**src/rtl/servant_ram_arb.sv**
```systemverilog
// Two-master Wishbone arbiter in front of the single-port servant RAM.
// One transaction at a time, round-robin on contention, watchdog abort on a missing ack.
module servant_ram_arb #(
    parameter int aw      = 8,
    parameter int TIMEOUT = 15
) (
    input  logic          i_wb_clk,
    input  logic          i_wb_rst_n,

    input  logic [aw-1:2] i_m0_adr,
    input  logic [31:0]   i_m0_dat,
    input  logic [3:0]    i_m0_sel,
    input  logic          i_m0_we,
    input  logic          i_m0_cyc,
    output logic [31:0]   o_m0_rdt,
    output logic          o_m0_ack,
    output logic          o_m0_err,

    input  logic [aw-1:2] i_m1_adr,
    input  logic [31:0]   i_m1_dat,
    input  logic [3:0]    i_m1_sel,
    input  logic          i_m1_we,
    input  logic          i_m1_cyc,
    output logic [31:0]   o_m1_rdt,
    output logic          o_m1_ack,
    output logic          o_m1_err,

    output logic [aw-1:2] o_ram_adr,
    output logic [31:0]   o_ram_dat,
    output logic [3:0]    o_ram_sel,
    output logic          o_ram_we,
    output logic          o_ram_cyc,
    input  logic [31:0]   i_ram_rdt,
    input  logic          i_ram_ack,

    output logic          dbg_busy
);

    typedef enum logic {
        IDLE = 1'b0,
        BUSY = 1'b1
    } state_t;

    localparam logic [7:0] TMO_LAST = 8'(TIMEOUT - 1);

    state_t     state, state_nxt;
    logic       gnt, gnt_nxt;
    logic       last, last_nxt;
    logic [7:0] tmo, tmo_nxt;

    logic busy;
    logic gnt_cyc;
    logic tmo_hit;

    assign busy    = (state == BUSY);
    assign gnt_cyc = gnt ? i_m1_cyc : i_m0_cyc;
    assign tmo_hit = busy && !i_ram_ack && (tmo == TMO_LAST);

    // last resets to 1 so that m0 wins the first tie after reset.
    always_ff @(posedge i_wb_clk or negedge i_wb_rst_n) begin
        if (!i_wb_rst_n) begin
            state <= IDLE;
            gnt   <= 1'b0;
            last  <= 1'b1;
            tmo   <= 8'd0;
        end else begin
            state <= state_nxt;
            gnt   <= gnt_nxt;
            last  <= last_nxt;
            tmo   <= tmo_nxt;
        end
    end

    always_comb begin
        state_nxt = state;
        gnt_nxt   = gnt;
        last_nxt  = last;
        tmo_nxt   = tmo;
        case (state)
            IDLE: begin
                tmo_nxt = 8'd0;
                if (i_m0_cyc && i_m1_cyc) begin
                    gnt_nxt   = !last;
                    state_nxt = BUSY;
                end else if (i_m0_cyc) begin
                    gnt_nxt   = 1'b0;
                    state_nxt = BUSY;
                end else if (i_m1_cyc) begin
                    gnt_nxt   = 1'b1;
                    state_nxt = BUSY;
                end
            end
            BUSY: begin
                if (i_ram_ack || tmo_hit) begin
                    last_nxt  = gnt;
                    state_nxt = IDLE;
                end else if (!gnt_cyc) begin
                    // Master abandoned its request: drop it silently.
                    state_nxt = IDLE;
                end else begin
                    tmo_nxt = tmo + 8'd1;
                end
            end
            default: state_nxt = IDLE;
        endcase
    end

    // Request fields follow gnt only while BUSY; m0 otherwise (don't-care with cyc low).
    always_comb begin
        o_ram_adr = i_m0_adr;
        o_ram_dat = i_m0_dat;
        o_ram_sel = i_m0_sel;
        o_ram_we  = busy && i_m0_we;
        if (busy && gnt) begin
            o_ram_adr = i_m1_adr;
            o_ram_dat = i_m1_dat;
            o_ram_sel = i_m1_sel;
            o_ram_we  = i_m1_we;
        end
    end

    assign o_ram_cyc = busy;

    assign o_m0_rdt = i_ram_rdt;
    assign o_m1_rdt = i_ram_rdt;
    assign o_m0_ack = busy && !gnt && i_ram_ack;
    assign o_m1_ack = busy &&  gnt && i_ram_ack;
    assign o_m0_err = tmo_hit && !gnt;
    assign o_m1_err = tmo_hit &&  gnt;

    assign dbg_busy = busy;

endmodule

```
**config.mk**
```make
export PLATFORM = sky130hd
export DESIGN_NAME = servant_ram_arb
export DESIGN_NICKNAME = d
export VERILOG_FILES = /design/src/rtl/servant_ram_arb.sv
export SDC_FILE = /design/constraint.sdc
export NUM_CORES = 1
export LEC_CHECK = 0
export BUFFER_PORTS_ARGS = -buffer_cell sky130_fd_sc_hd__buf_4
export CAP_MARGIN = 20
export CORE_AREA = 2 2 92 94
export CTS_CLUSTER_DIAMETER = 40
export DETAILED_ROUTE_END_ITERATION = 10
export DIE_AREA = 0 0 94 96
export GPL_ROUTABILITY_DRIVEN = 0
export MAX_ROUTING_LAYER = met4
export PLACE_DENSITY = 0.66
export SLEW_MARGIN = 20
export SYNTH_ARGS = -nofsm -noshare
export SYNTH_HDL_FRONTEND = slang
export SYNTH_SLANG_ARGS = --single-unit
```
**constraint.sdc**
```tcl
create_clock -name i_wb_clk -period 2.4 [get_ports i_wb_clk]
set_input_delay 0.12 -clock i_wb_clk [delete_from_list [all_inputs] [get_ports i_wb_clk]]
set_output_delay 0.12 -clock i_wb_clk [all_outputs]
set_load 0.01 [all_outputs]
```
==> results of run 1 <==
[kinds of logic (layout without fill, tap and decap cells)]
group / Yosys count / count (layout)
buffers and inverters: 75 / 148
muxes: 48 / 48
and+or+nand+nor: 36 / 36
DFF: 11 / 11
AOI/OAI and AO/OA: 4 / 4
xor gates and xnor gates: 4 / 4
adders and majority gates: 2 / 2
[final timing paths]
check	start	end	slack [ns]	depth (start not counted)
max in group asynchronous	i_wb_rst_n	last	1.93	2
setup reg to reg	tmo[0]	last	0.66	6
min in group asynchronous	i_wb_rst_n	tmo[3]	0.24	2
hold reg to reg	tmo[7]	tmo[7]	0.59	2
hold / removal	i_m1_cyc	dbg_busy	0.14	3
setup / recovery	tmo[0]	o_m0_err	0.44	6
[worst reg2reg max path, delay by kind of cell (launching register included)]
kind	cells	cell delay, ns
flip-flops	1	0.42
adder cells (fa/ha/maj)	1	0.16
AO/OA/AOI/OAI	1	0.15
multiplexers	1	0.33
AND/OR/NAND/NOR	2	0.52
buffers and inverters	1	0.08
[power breakdown]
| group | switching, mW | internal (mW) |
|---|---|---|
| combinational | 0.588 | 0.755 |
| clock | 0.0741 | 0.117 |
| sequential | 0.0733 | 0.231 |
| total | 0.735 | 1.10 |
[final cells by class]
| type | count | area [um2] | area share, % |
|---|---|---|---|
| Clock buffer | 4 | 45.04 | 1.901 |
| Inverter | 3 | 11.26 | 0.4752 |
| Multi-Input combinational cell | 94 | 832.0 | 35.11 |
| Sequential cell | 11 | 276.5 | 11.67 |
| Tap cell | 105 | 131.4 | 5.544 |
| Timing Repair Buffer | 141 | 1074 | 45.30 |
[registers in the layout, summed over array words and instances (netlist names)]
name      cells
dbg_busy      1
last          1
tmo           8
gnt           1
[timing repair]
item                                   4_1_cts  5_1_grt
hold buffers                                 1        0
resized for setup                            0        0
endpoints found under the hold margin       11        0
[cells in the mapped netlist (3+ instances only)]
cell type,n,share of area (%)
dfrtp_1,10,15
xnor2_1,4,2.1
nand2b_1,3,1.1
nand2_1,10,2.3
mux2_2,42,29
nor2_1,9,2.1
nor3_1,5,1.5
buf_4,66,30
mux2i_1,5,3.0
inv_1,3,0.69
buf_2,5,1.5
[cell usage in the layout, fill, tap and decap left out, types with 3 or more instances in the layout]
master	synthesis	routed
nor2_1	9	9
mux2_2	42	42
nand2_1	10	9
nor3_1	5	5
buf_4	66	139
nand2b_1	3	3
xnor2_1	4	4
mux2i_1	5	5
clkbuf_8	0	3
dfrtp_1	10	10
inv_1	3	3
[layer usage]
layer / track usage [%] / vias to the layer above / share of wire, %
li1: - / 691 / -
met1: 13.52 / 648 / 41
met2: 15.54 / 96 / 46
met3: 4.229 / 9 / 12
met4: 2.536 / 0 / 1.0
met5: - / - / 0
[metrics by stage]
step	util [%]	total power, mW	hold WS, ns	area, um2	worst slack, ns
CTS	29.43	1.878	0.1457	2370	0.4163
global placement	28.75	1.652	-0.03680	2315	0.6955
detailed placement	28.75	1.674	-0.03495	2315	0.6495
finish	29.43	1.839	0.1440	2370	0.4357
floorplan	-	1.151	-0.1756	1642	0.7413
global route	29.43	1.972	0.1596	2370	0.3076
==> flow_summary.toml, run 1 <==
[run_status]
outcome = "completed"

[clocking]
cts_setup_buffers = 0
cts_tree = "yes"
cts.sinks = 11
cts.reportedPaths.clkPinSlew_ns = 0.05
cts_made_buffers = 3
h-tree-depth = 1
clock_latency_ns = 0.24
clock_path_buffers = 2
clockRootBuffer = "clkbuf_8"

[timing]
setup_viol = 0
rsz0062_at_grt = "false"
max_freq_ghz = 0.5091
hold_viol = 0
worstMarginPinSlew_ns = 0.4785
fin_crit_sh_pct = 81.85
min_period_ns = 1.964
final_max_slew_viol_count = 0
fin_worst_skew_ns = 0.006979
slew-limit-headroom_pct = 67.18
fin_tns_setup_ns = 0

[layout]
nNetsFinal = 379
n_antenna_cell = 0
layout-area-overhead-vs-synth_pct = 44.36
finalNonFillerCells = 358
drive_gt1_share_pct = 75.10
nFillCells = 853

[floorplanning]
initial_core_util_pct = 20.39
ios = 236
die_y_um = 96
die_w_um = 94
coreArea_um2 = 8051
num_rows = 33
dieArea_um2 = 9024

[logic_synthesis]
synth_top_family_by_area = "buffers and inverters"
syn_avg_cell_area_um2 = 9.120
synth_ff_type = "dfrtp_1"
synth_cells = 180
synth_xor_area_share_pct = 2.134
ys_warn_count = 0
synth_area_um2 = 1642
ys_seq_area_share_pct = 16.84
synthArstFlopShare_pct = 100.0
synth_cell_type_count = 25
synthMuxAreaShare_pct = 32.55
synthSimpleGateAreaFrac_pct = 11.51
synthAdderAreaFrac_pct = 1.524
synth-seq-cells = 11
synth_edf_count = 0
syn_nets = 305
synth-compound-area-share_pct = 2.820

[drt]
viasPerCell = 4.034
wl_per_cell_um = 15.51
final_antenna_net_count = 0
drtPass1Iterations = 4
drt_iter0_drc = 9
dr_total_vias = 1444
wirelength_mm = 5.552
drcViolationCount = 0

[worst_setup_path]
cp.required_ns = 2.28
crit_arrival_ns = 1.84
critPathTopFamily = "simple AND/OR/NAND/NOR gates"
cp_cell_sequence = "inv_1 > ha_1 > nand4b_1 > or4_4 > nor4_1 > buf_4"
crit_slowest_cell = "or4_4"
cp_max_fo = 5
worstSetupPathType = "flip-flop to primary output"
start_kind = "flip-flop"
cp_num_buf_inv = 2
end_kind = "primary output"
cpPeakStageDelay_ns = 0.44

[placed_design]
hpwl_mm = 4.674
io_buffers = 139
post-place-cells = 353

[flow_run]
maxCapViolCount = 0

[grt]
grt_pass1_wl_mm = 7.051
grt_pass1_vias = 1295
antenna_found_initial = 0
grt_max_degree = 43
overflow = 0
grt_usage_pct = 10.54

[power]
p_leak_nw = 1.167
power_density_nw_per_um2 = 775.9
ir_worst_vdd_v = 0.0004152

[worst_hold_path]
min_path_type = "primary input to flip-flop"
Note: power is estimated with default switching activity, not from simulation.
==> run 2: changes to the inputs <==
Settings changed: PLACE_DENSITY 0.66 to 0.68.
Clock period 2.4 ns to 1.6 ns, I/O delays scaled along.
==> run 2 against run 1 <==
Hold slack got worse by 0.047 ns. Total power grew 68%. Cell count increased by 4.2%. Design area increased by 7.7%. The run now ends with negative setup slack left. Critical path depth did not move. Critical path type unchanged. Clock skew is 0.0057 ns lower.
==> flow_summary.toml, run 2 (synthesis gave the netlist of run 1 again) <==
[run_status]
outcome = "finished, violations left"
violations = "negative setup slack"

[layout]
layout-area-overhead-vs-synth_pct = 55.49
nNetsFinal = 394
mostFrequentLayoutCell = "buf_4"
n_antenna_cell = 0
drive_gt1_share_pct = 79.48
multi_input_area_um2 = 877.1
nFillCells = 848
largest_reg_flops = 8
finalNonFillerCells = 373
regArea_um2 = 277.8
layout_common_cells = "buf_4 (152), mux2_2 (42), nor2_1 (9), nand2_1 (9), dfrtp_1 (9)"
regMostFlops = "tmo"

[placed_design]
post-place-cells = 362
hpwl_mm = 4.723
post-place-ws_ns = -0.03593
io_buffers = 139

[clocking]
clock_latency_ns = 0.24
cts_tree = "yes"
cts_made_buffers = 3
cts.sinks = 11
clockRootBuffer = "clkbuf_8"
cts.reportedPaths.clkPinSlew_ns = 0.05
clock_path_buffers = 2
h-tree-depth = 1

[flow_run]
maxCapViolCount = 0

[timing]
fin_tns_setup_ns = -0.5105
rsz0062_at_grt = "true"
setup_viol = 3
hold_viol = 0
fin_worst_skew_ns = 0.001306
setup_slack_ns = -0.2111
fin_crit_sh_pct = 113.2
max_freq_ghz = 0.5521
final_max_slew_viol_count = 0
holdWs_ns = 0.09720
slew-limit-headroom_pct = 73.77
min_period_ns = 1.811
worstMarginPinSlew_ns = 0.3899

[grt]
grt_pass1_wl_mm = 7.113
antenna_found_initial = 0
grt_usage_pct = 10.56
overflow = 0
grt_max_degree = 17
grt_pass1_vias = 1334

[worst_hold_path]
hold_end = "dbg_busy"
min_path_cells = 3
min-delay-start = "i_m1_cyc"
min_path_type = "primary input to flip-flop"

[worst_setup_path]
end_kind = "primary output"
cp.required_ns = 1.52
r2r-end = "last"
reg2regPathDepth = 6
crit_slowest_cell = "or4_4"
cp_cell_sequence = "inv_1 > ha_2 > nand4b_1 > or4_4 > nor4_4 > buf_4"
cp_num_buf_inv = 2
r2r_slack_ns = -0.13
crit_arrival_ns = 1.73
start_kind = "flip-flop"
cpPeakStageDelay_ns = 0.47
rr_startpoint = "tmo[0]"
critPathTopFamily = "simple AND/OR/NAND/NOR gates"
cp_max_fo = 3
worstSetupPathType = "flip-flop to primary output"

[drt]
drcViolationCount = 0
dr_total_vias = 1509
drt_iter0_drc = 26
viasPerCell = 4.046
final_antenna_net_count = 0
wl_per_cell_um = 15.16
wirelength_mm = 5.653
drtPass1Iterations = 4

[floorplanning]
coreArea_um2 = 8051
initial_core_util_pct = 20.39
die_y_um = 96
dieArea_um2 = 9024
num_rows = 33
ios = 236
die_w_um = 94

[power]
ir_worst_vdd_v = 0.0005717
power_density_nw_per_um2 = 1207
p_leak_nw = 1.264
run 2: worst register-to-register path, cell delays in order, from the launching register on:
cell and delay (ns):
dfrtp_1 0.37, inv_1 0.06, ha_2 0.19, nand4b_1 0.09
or4_4 0.47, a21oi_2 0.16, mux2_4 0.30
run 2: per-stage QoR:
step / area, um2 / total power [mW] / utilization [%]
6_report: 2552 / 3.080 / 31.70
3_5_place_dp: 2386 / 2.600 / 29.63
3_3_place_gp: 2386 / 2.589 / 29.63
2_1_floorplan: 1645 / 1.742 / -
5_1_grt: 2552 / 3.299 / 31.70
4_1_cts: 2496 / 3.055 / 31.00
run 2: how the worst max path moves through the flow:
stage                     cells after the start  startpoint        to
final                                         6      tmo[0]  o_m0_err
after global routing                          6      tmo[0]  o_m0_err
after CTS                                     6      tmo[0]  o_m1_err
after detailed placement                      6      tmo[0]      last
after global placement                        6      tmo[0]      last
after floorplan                               6      tmo[0]      last
run 2: metal layers:
metal	GRT usage [%]	share of wire, %	vias to the layer above	routed length [um]
met5	-	0	-	0
met4	2.295	0.99	0	56
met1	13.15	38	675	2144
met2	16.96	50	101	2835
met3	3.211	11	14	618
li1	-	-	719	-
run 2: layout make-up:
class                   count  share of cell area [%]
multi-input cells          94                   34.36
flip-flops and latches     11                   10.88
well taps                 105                   5.147
repair buffers            156                   47.40
inverters                   3                  0.4412
clock buffers               4                   1.765
run 2: report_power, final:
group | switching, mW | total [mW] | internal (mW)
sequential | 0.0465 | 0.397 | 0.350
clock | 0.102 | 0.277 | 0.175
combinational | 1.02 | 2.41 | 1.38
total | 1.17 | 3.08 | 1.91
run 2: what timing repair did:
action | CTS | global route
resized for setup | 4 | 7
cloned | 1 | 0
hold buffers | 1 | 0
setup endpoints to repair | 44 | 17
setup buffers | 2 | 3
hold endpoints to repair | 11 | 0
pin swaps | 1 | 2
==> run 3: changes to the inputs <==
Settings changed: SKIP_CTS_REPAIR_TIMING set to 1, SLEW_MARGIN 20 to unset.
==> run 3 against run 2 <==
The flow still finishes with violations (negative setup slack). Total power decreased by 1.1%. Register-to-register slack is essentially flat. Design area shrank 0.25%. Critical path type unchanged. Largest cell class unchanged.
==> flow_summary.toml, run 3 (synthesis gave the netlist of run 1 again) <==
[run_status]
outcome = "finished, violations left"
violations = "negative setup slack"

[flow_run]
maxCapViolCount = 0

[clocking]
cts_tree = "yes"
h-tree-depth = 1
cts.sinks = 11
clock_latency_ns = 0.24
clockRootBuffer = "clkbuf_8"
cts.reportedPaths.clkPinSlew_ns = 0.05
cts_made_buffers = 3
clock_path_buffers = 2

[floorplanning]
die_y_um = 96
die_w_um = 94
coreArea_um2 = 8051
ios = 236
num_rows = 33
dieArea_um2 = 9024
initial_core_util_pct = 20.39

[drt]
drtPass1Iterations = 4
viasPerCell = 4.000
drcViolationCount = 0
wl_per_cell_um = 15.10
final_antenna_net_count = 0
dr_total_vias = 1492
drt_iter0_drc = 20
wirelength_mm = 5.631

[layout]
finish.instance_area_um2 = 2546
nNetsFinal = 394
nFillCells = 854
regMostFlops = "tmo"
finalNonFillerCells = 373
layout_common_cells = "buf_4 (152), mux2_2 (42), nor2_1 (9), nand2_1 (9), dfrtp_1 (9)"
multi_input_area_um2 = 873.3
mostFrequentLayoutCell = "buf_4"
drive_gt1_share_pct = 79.10
largest_reg_flops = 8
regArea_um2 = 277.8
layout-area-overhead-vs-synth_pct = 55.11
n_antenna_cell = 0

[power]
power_density_nw_per_um2 = 1196
p_leak_nw = 1.266
ir_worst_vdd_v = 0.0005762

[worst_setup_path]
cp_max_fo = 3
cpPeakStageDelay_ns = 0.47
cp.required_ns = 1.52
end_kind = "primary output"
worstSetupPathType = "flip-flop to primary output"
critPathCapture = "o_m0_err"
cp_cell_sequence = "inv_1 > ha_2 > nand4b_1 > or4_4 > nor4_4 > buf_4"
rr_startpoint = "tmo[0]"
startpoint = "tmo[0]"
crit_slowest_cell = "or4_4"
start_kind = "flip-flop"
crit_arrival_ns = 1.74
reg2regPathDepth = 6
r2r_slack_ns = -0.13
r2r-end = "last"

[timing]
final_max_slew_viol_count = 0
rsz0062_at_grt = "true"
fin_tns_setup_ns = -0.5211
hold_viol = 0
fin_worst_skew_ns = 0.001570
fin_crit_sh_pct = 113.4
slew-limit-headroom_pct = 68.84
setup_viol = 3
setup_slack_ns = -0.2151
min_period_ns = 1.815
max_freq_ghz = 0.5509
worstMarginPinSlew_ns = 0.4544

[grt]
use_met1_pct = 12.63
grt_use_met3_pct = 3.211
antenna_found_initial = 0
grt_max_degree = 33
grt_busiest_layer = "met2"
grt_pass1_wl_mm = 6.872
grt_usage_pct = 10.22
overflow = 0
grt_pass1_vias = 1290
use_met2_pct = 16.43

[placed_design]
placed_cell_area_um2 = 2386
post-place-ws_ns = -0.03593
post-place-cells = 362
io_buffers = 139
hpwl_mm = 4.723

[worst_hold_path]
min_path_type = "primary input to flip-flop"
==> run 3: cell types whose count changed in the layout (fill, tap and decap cells not counted), sizes merged <==
cell,before,now
buf,155,154
clkbuf,4,5
==> run 3: final cells by class <==
type                    count  area share [%]
multi-input cells          94           34.30
well taps                 105           5.160
flip-flops and latches     11           10.91
clock buffers               4           1.769
repair buffers            156           47.42
inverters                   3          0.4423
==> run 3: how the worst min path moves through the flow <==
| stage | start | to | depth (start not counted) |
|---|---|---|---|
| 2_1_floorplan | i_wb_rst_n | dbg_busy | 0 |
| 3_3_place_gp | i_wb_rst_n | tmo[3] | 1 |
| 3_5_place_dp | i_wb_rst_n | tmo[2] | 1 |
| 4_1_cts | i_wb_rst_n | tmo[3] | 1 |
| 5_1_grt | i_m1_cyc | dbg_busy | 3 |
| 6_report | i_m1_cyc | dbg_busy | 3 |
==> run 3: through the flow <==
| stage | hold slack, ns | power, mW | util [%] |
|---|---|---|---|
| after detailed placement | -0.07465 | 2.600 | 29.63 |
| after global routing | 0.08797 | 3.270 | 31.62 |
| final | 0.09086 | 3.046 | 31.62 |
| after global placement | -0.07730 | 2.589 | 29.63 |
| after CTS | -0.3298 | 2.897 | 30.19 |
| after floorplan | -0.2156 | 1.742 | - |
==> run 3: power breakdown <==
group	internal (mW)	switching, mW
Clock	0.175	0.103
Combinational	1.36	0.999
Sequential	0.350	0.0551
Total	1.89	1.16
==> run 3: per-layer routing <==
layer	wire length, um	share of wire, %
met2	2820	50
met4	46	0.82
met1	2168	39
met3	595	11
met5	0	0
==> run 3: critical path, delay by kind of cell (launching register included) <==
kind | cells | cell delay, ns
simple gates | 3 | 0.71
fa+ha+maj | 1 | 0.19
buf+inv | 2 | 0.23
flops | 1 | 0.37
